`config.mk`:
```
export PLATFORM = sky130hd
export DESIGN_NAME = mem_port_arbiter
export DESIGN_NICKNAME = d
export VERILOG_FILES = /design/src/rtl/mem_port_arbiter.sv
export SDC_FILE = /design/constraint.sdc
export NUM_CORES = 1
export LEC_CHECK = 0
export CAP_MARGIN = 20
export CORE_UTILIZATION = 35
export CTS_CLUSTER_SIZE = 24
export DETAILED_ROUTE_END_ITERATION = 16
export MAX_ROUTING_LAYER = met4
export PLACE_DENSITY = 0.8
export SYNTH_ARGS = -nofsm -noshare
export SYNTH_HDL_FRONTEND = slang
export SYNTH_SLANG_ARGS = --single-unit
```
`constraint.sdc`:
```
create_clock -name clk -period 2.8 [get_ports clk]
set_clock_uncertainty 0.15 [all_clocks]
set_input_delay 0.56 -clock clk [delete_from_list [all_inputs] [get_ports clk]]
set_output_delay 0.56 -clock clk [all_outputs]
set_load 0.02 [all_outputs]
```
`src/rtl/mem_port_arbiter.sv`:
```
// mem_port_arbiter: shares one single-port memory between instruction fetch (I) and load/store (D).
// Build option MEM_ARB_RR_EN selects round-robin conflict resolution; default is D-priority with an I starvation guard.
module mem_port_arbiter #(
  parameter int ADDR_W     = 32,
  parameter int DATA_W     = 32,
  parameter int MEM_LAT    = 1,
  parameter int STARVE_MAX = 4
) (
  input  logic                              clk,
  input  logic                              rst_n,
  input  logic                              i_req,
  input  logic [ADDR_W-1:0]                 i_addr,
  output logic                              i_gnt,
  output logic                              i_rvalid,
  output logic [DATA_W-1:0]                 i_rdata,
  input  logic                              d_req,
  input  logic                              d_we,
  input  logic [ADDR_W-1:0]                 d_addr,
  input  logic [DATA_W-1:0]                 d_wdata,
  output logic                              d_gnt,
  output logic                              d_rvalid,
  output logic [DATA_W-1:0]                 d_rdata,
  output logic                              mem_en,
  output logic                              mem_we,
  output logic [ADDR_W-1:0]                 mem_addr,
  output logic [DATA_W-1:0]                 mem_wdata,
  input  logic [DATA_W-1:0]                 mem_rdata,
  output logic                              stall_i,
  output logic                              stall_d,
  output logic [1:0]                        o_dbg_state,
  output logic [$clog2(STARVE_MAX+1)-1:0]   o_dbg_starve_cnt
);

  // Handshake: a requester holds x_req (and may change addr/data) until done; x_gnt marks the
  // single cycle its access is issued and its fields are sampled; x_rvalid is a one-cycle read-data pulse.
  typedef enum logic [1:0] {IDLE = 2'd0, RD_I = 2'd1, RD_D = 2'd2} state_t;

  localparam int              SW       = $clog2(STARVE_MAX+1);
  localparam logic [3:0]      LAT_C    = 4'(MEM_LAT);
  localparam logic [SW-1:0]   STARVE_C = SW'(STARVE_MAX);

  state_t             r_state, w_state_nxt;
  logic [3:0]         r_lat_cnt, w_lat_nxt;
  logic               r_i_rvalid, r_d_rvalid;
  logic [DATA_W-1:0]  r_i_rdata, r_d_rdata;
  logic               w_i_act, w_d_act, w_pick_i;
  logic               w_gnt_i, w_gnt_d, w_rd_done;

  // A port whose rvalid is pulsing has already been served for the request it is still holding.
  assign w_i_act   = i_req && !r_i_rvalid;
  assign w_d_act   = d_req && !r_d_rvalid;
  assign w_rd_done = (r_state != IDLE) && (r_lat_cnt == 4'd1);

`ifdef MEM_ARB_RR_EN
  logic r_last_d;

  assign w_pick_i         = r_last_d;
  assign o_dbg_starve_cnt = '0;

  always_ff @(posedge clk or negedge rst_n) begin
    if (!rst_n)       r_last_d <= 1'b0;
    else if (w_gnt_i) r_last_d <= 1'b0;
    else if (w_gnt_d) r_last_d <= 1'b1;
  end
`else
  logic [SW-1:0] r_starve_cnt;

  assign w_pick_i         = (r_starve_cnt == STARVE_C);
  assign o_dbg_starve_cnt = r_starve_cnt;

  always_ff @(posedge clk or negedge rst_n) begin
    if (!rst_n)
      r_starve_cnt <= '0;
    else if (w_gnt_i)
      r_starve_cnt <= '0;
    else if (w_gnt_d && w_i_act && (r_starve_cnt != STARVE_C))
      r_starve_cnt <= r_starve_cnt + SW'(1);
  end
`endif

  always_comb begin
    w_state_nxt = r_state;
    w_lat_nxt   = r_lat_cnt;
    w_gnt_i     = 1'b0;
    w_gnt_d     = 1'b0;
    case (r_state)
      IDLE: begin
        // Grants are combinational, so they are held off while reset is asserted.
        if (rst_n) begin
          if (w_i_act && (!w_d_act || w_pick_i)) w_gnt_i = 1'b1;
          else if (w_d_act)                      w_gnt_d = 1'b1;
          if (w_gnt_i) begin
            w_state_nxt = RD_I;
            w_lat_nxt   = LAT_C;
          end else if (w_gnt_d && !d_we) begin
            w_state_nxt = RD_D;
            w_lat_nxt   = LAT_C;
          end
        end
      end
      RD_I, RD_D: begin
        w_lat_nxt = r_lat_cnt - 4'd1;
        if (r_lat_cnt == 4'd1) w_state_nxt = IDLE;
      end
      default: w_state_nxt = IDLE;
    endcase
  end

  always_ff @(posedge clk or negedge rst_n) begin
    if (!rst_n) begin
      r_state    <= IDLE;
      r_lat_cnt  <= 4'd0;
      r_i_rvalid <= 1'b0;
      r_d_rvalid <= 1'b0;
      r_i_rdata  <= '0;
      r_d_rdata  <= '0;
    end else begin
      r_state    <= w_state_nxt;
      r_lat_cnt  <= w_lat_nxt;
      r_i_rvalid <= w_rd_done && (r_state == RD_I);
      r_d_rvalid <= w_rd_done && (r_state == RD_D);
      if (w_rd_done && (r_state == RD_I)) r_i_rdata <= mem_rdata;
      if (w_rd_done && (r_state == RD_D)) r_d_rdata <= mem_rdata;
    end
  end

  assign i_gnt       = w_gnt_i;
  assign d_gnt       = w_gnt_d;
  assign mem_en      = w_gnt_i || w_gnt_d;
  assign mem_we      = w_gnt_d && d_we;
  assign mem_addr    = w_gnt_i ? {2'b00, i_addr[ADDR_W-1:2]} :
                       w_gnt_d ? {2'b00, d_addr[ADDR_W-1:2]} : '0;
  assign mem_wdata   = w_gnt_d ? d_wdata : '0;
  assign i_rvalid    = r_i_rvalid;
  assign d_rvalid    = r_d_rvalid;
  assign i_rdata     = r_i_rdata;
  assign d_rdata     = r_d_rdata;
  assign stall_i     = i_req && !r_i_rvalid;
  assign stall_d     = d_req && !(d_we ? w_gnt_d : r_d_rvalid);
  assign o_dbg_state = r_state;

endmodule

```
======== Word-level counts from Yosys, hierarchy flattened ========
Cells that the tools add are included.
storage, ports and cells
  register bits ........................... 75
  latch bits .............................. 0
  memory bits (writable) .................. 0
  ROM bits ................................ 0
  bits of input ports ..................... 133
  output and inout bits ................... 141
  word-level logic and storage cells ...... 68
  memories kept ........................... 0
cells by class
  add/sub/neg operators ................... 2
  $mul .................................... 0
  div/mod/pow operators ................... 0
  magnitude comparators ................... 0
  eq/ne operators ......................... 8
  shift operators ......................... 0
  multiplexer cells ....................... 26
  bitwise operators ....................... 0
  reductions and logical operators ........ 25
operators with widths
  operator                                             number
  two-way mux 30 bit                                   2
  two-way mux 32 bit                                   1
  two-way mux 1 bit                                    12
  two-way mux 4 bit                                    3
  logical AND 1 bit                                    11
  two-way mux 2 bit                                    4
  case mux 4 bit (2 select lines)                      1
  two-way mux 3 bit                                    2
  AND reduction 3 bit                                  2
  nonzero test 2 bit                                   3
  zero test 1 bit                                      5
  equality test 4 x 1 -> 1 bit, second input constant  1
  != test 2 bit, second input constant                 2
  case mux 2 bit (2 select lines)                      1
  subtractor 4 x 1 -> 4 bit, second input constant     1
  adder 3 x 1 -> 3 bit, second input constant          1
  equality test 3 bit, second input constant           1
  != test 3 x 2 -> 1 bit, second input constant        1
  != test 3 bit, second input constant                 1
  equality test 2 x 1 -> 1 bit, second input constant  1
  equality test 2 bit, second input constant           1
  zero test 2 bit                                      1
  logical OR 1 bit                                     2
  OR reduction 2 bit                                   1

======== Depth between registers and ports, before layout ========
Gate-level depths: netlist of run 1.
  word-level depth ........................ 14
  mapped depth ............................ 8
  gate-level depth less buffers ........... 6

======== Worst setup path after synthesis of run 1 ========
Ideal clock, no wire load.
  path type ............................... input port to output port
  start ................................... input i_req
  end ..................................... output stall_d
  arrival ................................. 2.027 ns
  required time ........................... 2.090 ns
  setup slack ............................. 0.063 ns
  stages .................................. 6
  buffers on the path ..................... 2
  cells stage by stage .................... nor2b_1 > a21boi_2 > nor2b_1 > buf_4 > buf_2 > a21oi_1
between the ends
  longest elaborated chain between the ends .. 10
ends and longest elaborated chain
  element            line  text
  start, declared    11    input logic i_req,
  logical AND 1 bit  50    assign w_i_act = i_req && !r_i_rvalid;
  logical AND 1 bit  90    if (w_i_act && (!w_d_act || w_pick_i)) w_gnt_i = 1'b1;
  two-way mux 1 bit  90
  two-way mux 1 bit  89    if (rst_n) begin
  two-way mux 1 bit  86    case (r_state)
  two-way mux 1 bit  89
  two-way mux 1 bit  86
  via d_gnt          20    output logic d_gnt,
  two-way mux 1 bit  139   assign stall_d = d_req && !(d_we ? w_gnt_d : r_d_rvalid);
  zero test 1 bit    139
  logical AND 1 bit  139
  end, declared      29    output logic stall_d,
The timed path passes the listed nets, and every way through them passes these cells. The select of a mux whose other input is x is not followed.

======== Final worst setup path of run 1 ========
  start ................................... register r_state[0] (netlist: o_dbg_state[0])
  end ..................................... output mem_addr[23]
between the ends
  longest elaborated chain between the ends .. 4
  elaborated cells on any way between the ends .. 5
  classes of those cells .................. mux (4); reduce/logical (1)
ends and longest elaborated chain
  element                 line  text
  start, declared         42    state_t r_state, w_state_nxt;
  start signal, assigned  118   r_state <= w_state_nxt;
  zero test 2 bit (*)     86
  two-way mux 1 bit       86
  two-way mux 30 bit      132   w_gnt_d ? {2'b00, d_addr[ADDR_W-1:2]} : '0;
  two-way mux 30 bit (*)  131   assign mem_addr = w_gnt_i ? {2'b00, i_addr[ADDR_W-1:2]} :
  end, declared           25    output logic [ADDR_W-1:0] mem_addr,
Every way passes the cells marked *; elsewhere a longest branch is shown, timed or not.

==> impl_metrics.json, run 1 <==
{
  "cts.sinks": 75,
  "start_util": 0.360,
  "irDropWorstVdd_uv": 675,
  "maxCapViolations": 0,
  "multi_input_area_um2": 1980,
  "reg2reg_to": "d_rdata[20]",
  "critical_path.max_fanout": 16,
  "synth_area_leaders": "dfrtp_1 48%, mux2_4 22%, a22o_1 6.9%",
  "groute.usage.overall": 0.293,
  "finalSetupViolations": 0,
  "reg2regPathDepth": 6,
  "tightest_slew_ps": 669,
  "antenna_found_initial": 2,
  "synth_area_um2": 3910,
  "gp_congestion": 0.963,
  "postRouteAntennaNets": 0,
  "period_minus_slack_ps": 2730,
  "cts_tree": "yes",
  "combPwrFrac": 0.599,
  "tns_ps": 0,
  "synth.avg_cell_area_um2": 13.6,
  "timing.rr.start": "r_lat_cnt[1]",
  "slew_headroom": 0.554,
  "syn2layout_area_growth_pct": 84.9,
  "first_pass_iters": 4,
  "vias": 3538,
  "start_kind": "register",
  "io-pin-count": 274,
  "ys_seq_elements": 75,
  "final_max_slew_viol_count": 0,
  "grt_max_degree": 44,
  "gr-total-overflow": 0,
  "cp.arrival_ps": 2020,
  "drc": 0,
  "htreeDepth": 3,
  "cts-buffers-inserted": 9,
  "drive_above_1_share": 0.344,
  "rows": 38,
  "place_inst": 696,
  "clockPowerShare": 0.122,
  "regArea_um2": 1880,
  "seq_power_share": 0.279,
  "crit_path_end": "mem_addr[23]",
  "synthFlopType": "dfrtp_1",
  "die_x_um": 108,
  "ys_async_sr_fraction": 1.00,
  "swShare": 0.371,
  "finalWirelength_um": 16500,
  "intPower_mw": 4.38,
  "grt_pass1_vias": 3796,
  "status": "finished clean",
  "syn_inst": 287,
  "synth_cell_types": 43,
  "critPathRequiredTime_ps": 2090,
  "fillers": 856,
  "max_freq_mhz": 366,
  "dr.first_iter.drc_count": 158,
  "clkLatencyLatePin_ps": 330,
  "detailed_place_hpwl_um": 12700,
  "io_buffer_count": 267,
  "holdWs_ps": 233,
  "critPathLaunch": "o_dbg_state[0]",
  "final_hold_viol_count": 0,
  "worst-setup-path-type": "reg -> out",
  "p_sw_mw": 2.58,
  "die_h_um": 108,
  "critPathCaptureType": "output port",
  "yosys_warnings": 0,
  "core_area_um2": 10800,
  "yosysTopAreaCell": "dfrtp_1",
  "die-area_um2": 11600,
  "synth-edff-count": 0,
  "layout_common_cells": "197 x clkdlybuf4s50_1, 75 x dfrtp_1, 58 x mux2_4",
  "r2r_slack_ps": 530,
  "ys_seq_area_frac": 0.480,
  "clockRootBuffer": "clkbuf_8",
  "final_common_cell": "clkdlybuf4s50_1",
  "rsz0062_at_grt": "yes",
  "hp-class": "in -> async",
  "yosys.area.top_type_share": 0.480,
  "nets": 718,
  "routedWlPerCell_um": 22.8,
  "clock_tree.buffer_depth": 2,
  "via_per_inst": 4.89,
  "path_clk_slew_ps": 80,
  "powerDensity_nw_per_um2": 964,
  "period_share": 0.975,
  "fin_cells": 723,
  "p_leak_nw": 3.43,
  "utilization": 0.667,
  "grt_pass1_wl_um": 23500
}
==> sequential cells by signal (all words and copies together) (netlist names) <==
signal            flops
i_rdata              32
o_dbg_starve_cnt      3
o_dbg_state           2
i_rvalid              1
d_rdata              32
r_lat_cnt             4
d_rvalid              1
==> Yosys cell counts (2+ instances only) <==
library cell / count
buf_6: 6
mux2_2: 7
nor2_1: 3
dfrtp_1: 75
a22o_1: 31
mux2i_1: 2
nand2_4: 2
buf_4: 5
clkbuf_1: 3
nand2_1: 5
a21oi_1: 2
mux2_4: 58
inv_1: 10
ha_1: 8
buf_2: 5
and3_1: 2
nor2b_1: 3
or2_2: 2
and2_1: 34
==> power groups by stage <==
stage | clock network, mW | logic [mW] | registers (mW)
5_1_grt | 0.924 | 4.36 | 2.00
3_3_place_gp | 0 | 4.00 | 1.91
6_report | 0.848 | 4.17 | 1.94
4_1_cts | 0.874 | 4.17 | 1.94
2_1_floorplan | 0 | 1.50 | 2.54
3_5_place_dp | 0 | 4.06 | 1.93
==> layer usage <==
metal,share of wire,vias to the layer above,track usage
li1,-,1589,-
met1,0.40,1759,0.344
met2,0.51,171,0.500
met3,0.070,19,0.0720
met4,0.019,0,0.0753
met5,0,-,-
==> kinds of logic (layout without fill, tap and decap cells) <==
group	Yosys count	after routing	synth area share
other	1	4	0.000960
adders and majority gates	8	8	0.0256
muxes	67	67	0.248
DFF	75	75	0.480
buffers and inverters	29	322	0.0458
and+or+nand+nor	63	63	0.104
xor gates and xnor gates	2	2	0.00448
AOI/OAI and AO/OA	42	42	0.0906
==> worst min path at each step <==
| stage | start | end | slack, ps | cells after the start |
|---|---|---|---|---|
| floorplan | rst_n | d_rdata[0] | 110 | 0 |
| global placement | d_rdata[6] | d_rdata[6] | 340 | 1 |
| detailed placement | i_rdata[6] | i_rdata[6] | 340 | 1 |
| CTS | rst_n | d_rdata[30] | 230 | 3 |
| global route | rst_n | d_rdata[30] | 250 | 3 |
| finish | rst_n | d_rdata[30] | 230 | 3 |
==> repair_timing <==
action / 4_1_cts / 5_1_grt
gates cloned: 2 / 0
resized for setup: 198 / 51
setup buffers: 4 / 4
hold buffers: 0 / 0
endpoints found under the setup margin: 67 / 63
pin swaps: 4 / 9
==> critical path, stage by stage, from the launching register on <==
cell and delay (ps):
dfrtp_1 400, inv_2 70, ha_2 170, and4b_1 220, nor2b_4 210, buf_6 170
a22o_1 180, clkdlybuf4s15_2 270
==> per-stage QoR <==
step                setup WS [ps]  area, um2  power [mW]
global route                -25.7       7230        7.28
global placement             -575       6850        5.90
floorplan                    62.9       3910        4.04
detailed placement           -636       6850        5.99
CTS                         -35.1       7310        6.98
finish                       70.3       7230        6.96
==> cell type report <==
type / count / area share
clock buffer: 11 / 0.0210
sequential: 75 / 0.260
antenna: 2 / 0.000693
multi-input combinational: 184 / 0.274
inverter: 10 / 0.00519
timing repair buffer: 297 / 0.408
tap: 140 / 0.0242
clock inverter: 4 / 0.00693
Power figures use the tool's default switching activity.
==> run 2: changes to the inputs <==
--- a/config.mk
+++ b/config.mk
@@ -5,12 +5,12 @@
 export SDC_FILE = /design/constraint.sdc
 export NUM_CORES = 1
 export LEC_CHECK = 0
-export CAP_MARGIN = 20
 export CORE_UTILIZATION = 35
 export CTS_CLUSTER_SIZE = 24
 export DETAILED_ROUTE_END_ITERATION = 16
 export MAX_ROUTING_LAYER = met4
 export PLACE_DENSITY = 0.8
+export SLEW_MARGIN = 20
 export SYNTH_ARGS = -nofsm -noshare
 export SYNTH_HDL_FRONTEND = slang
 export SYNTH_SLANG_ARGS = --single-unit
==> results of run 2 <==
The final DEF is identical to that of run 1; final timing and power are the same.
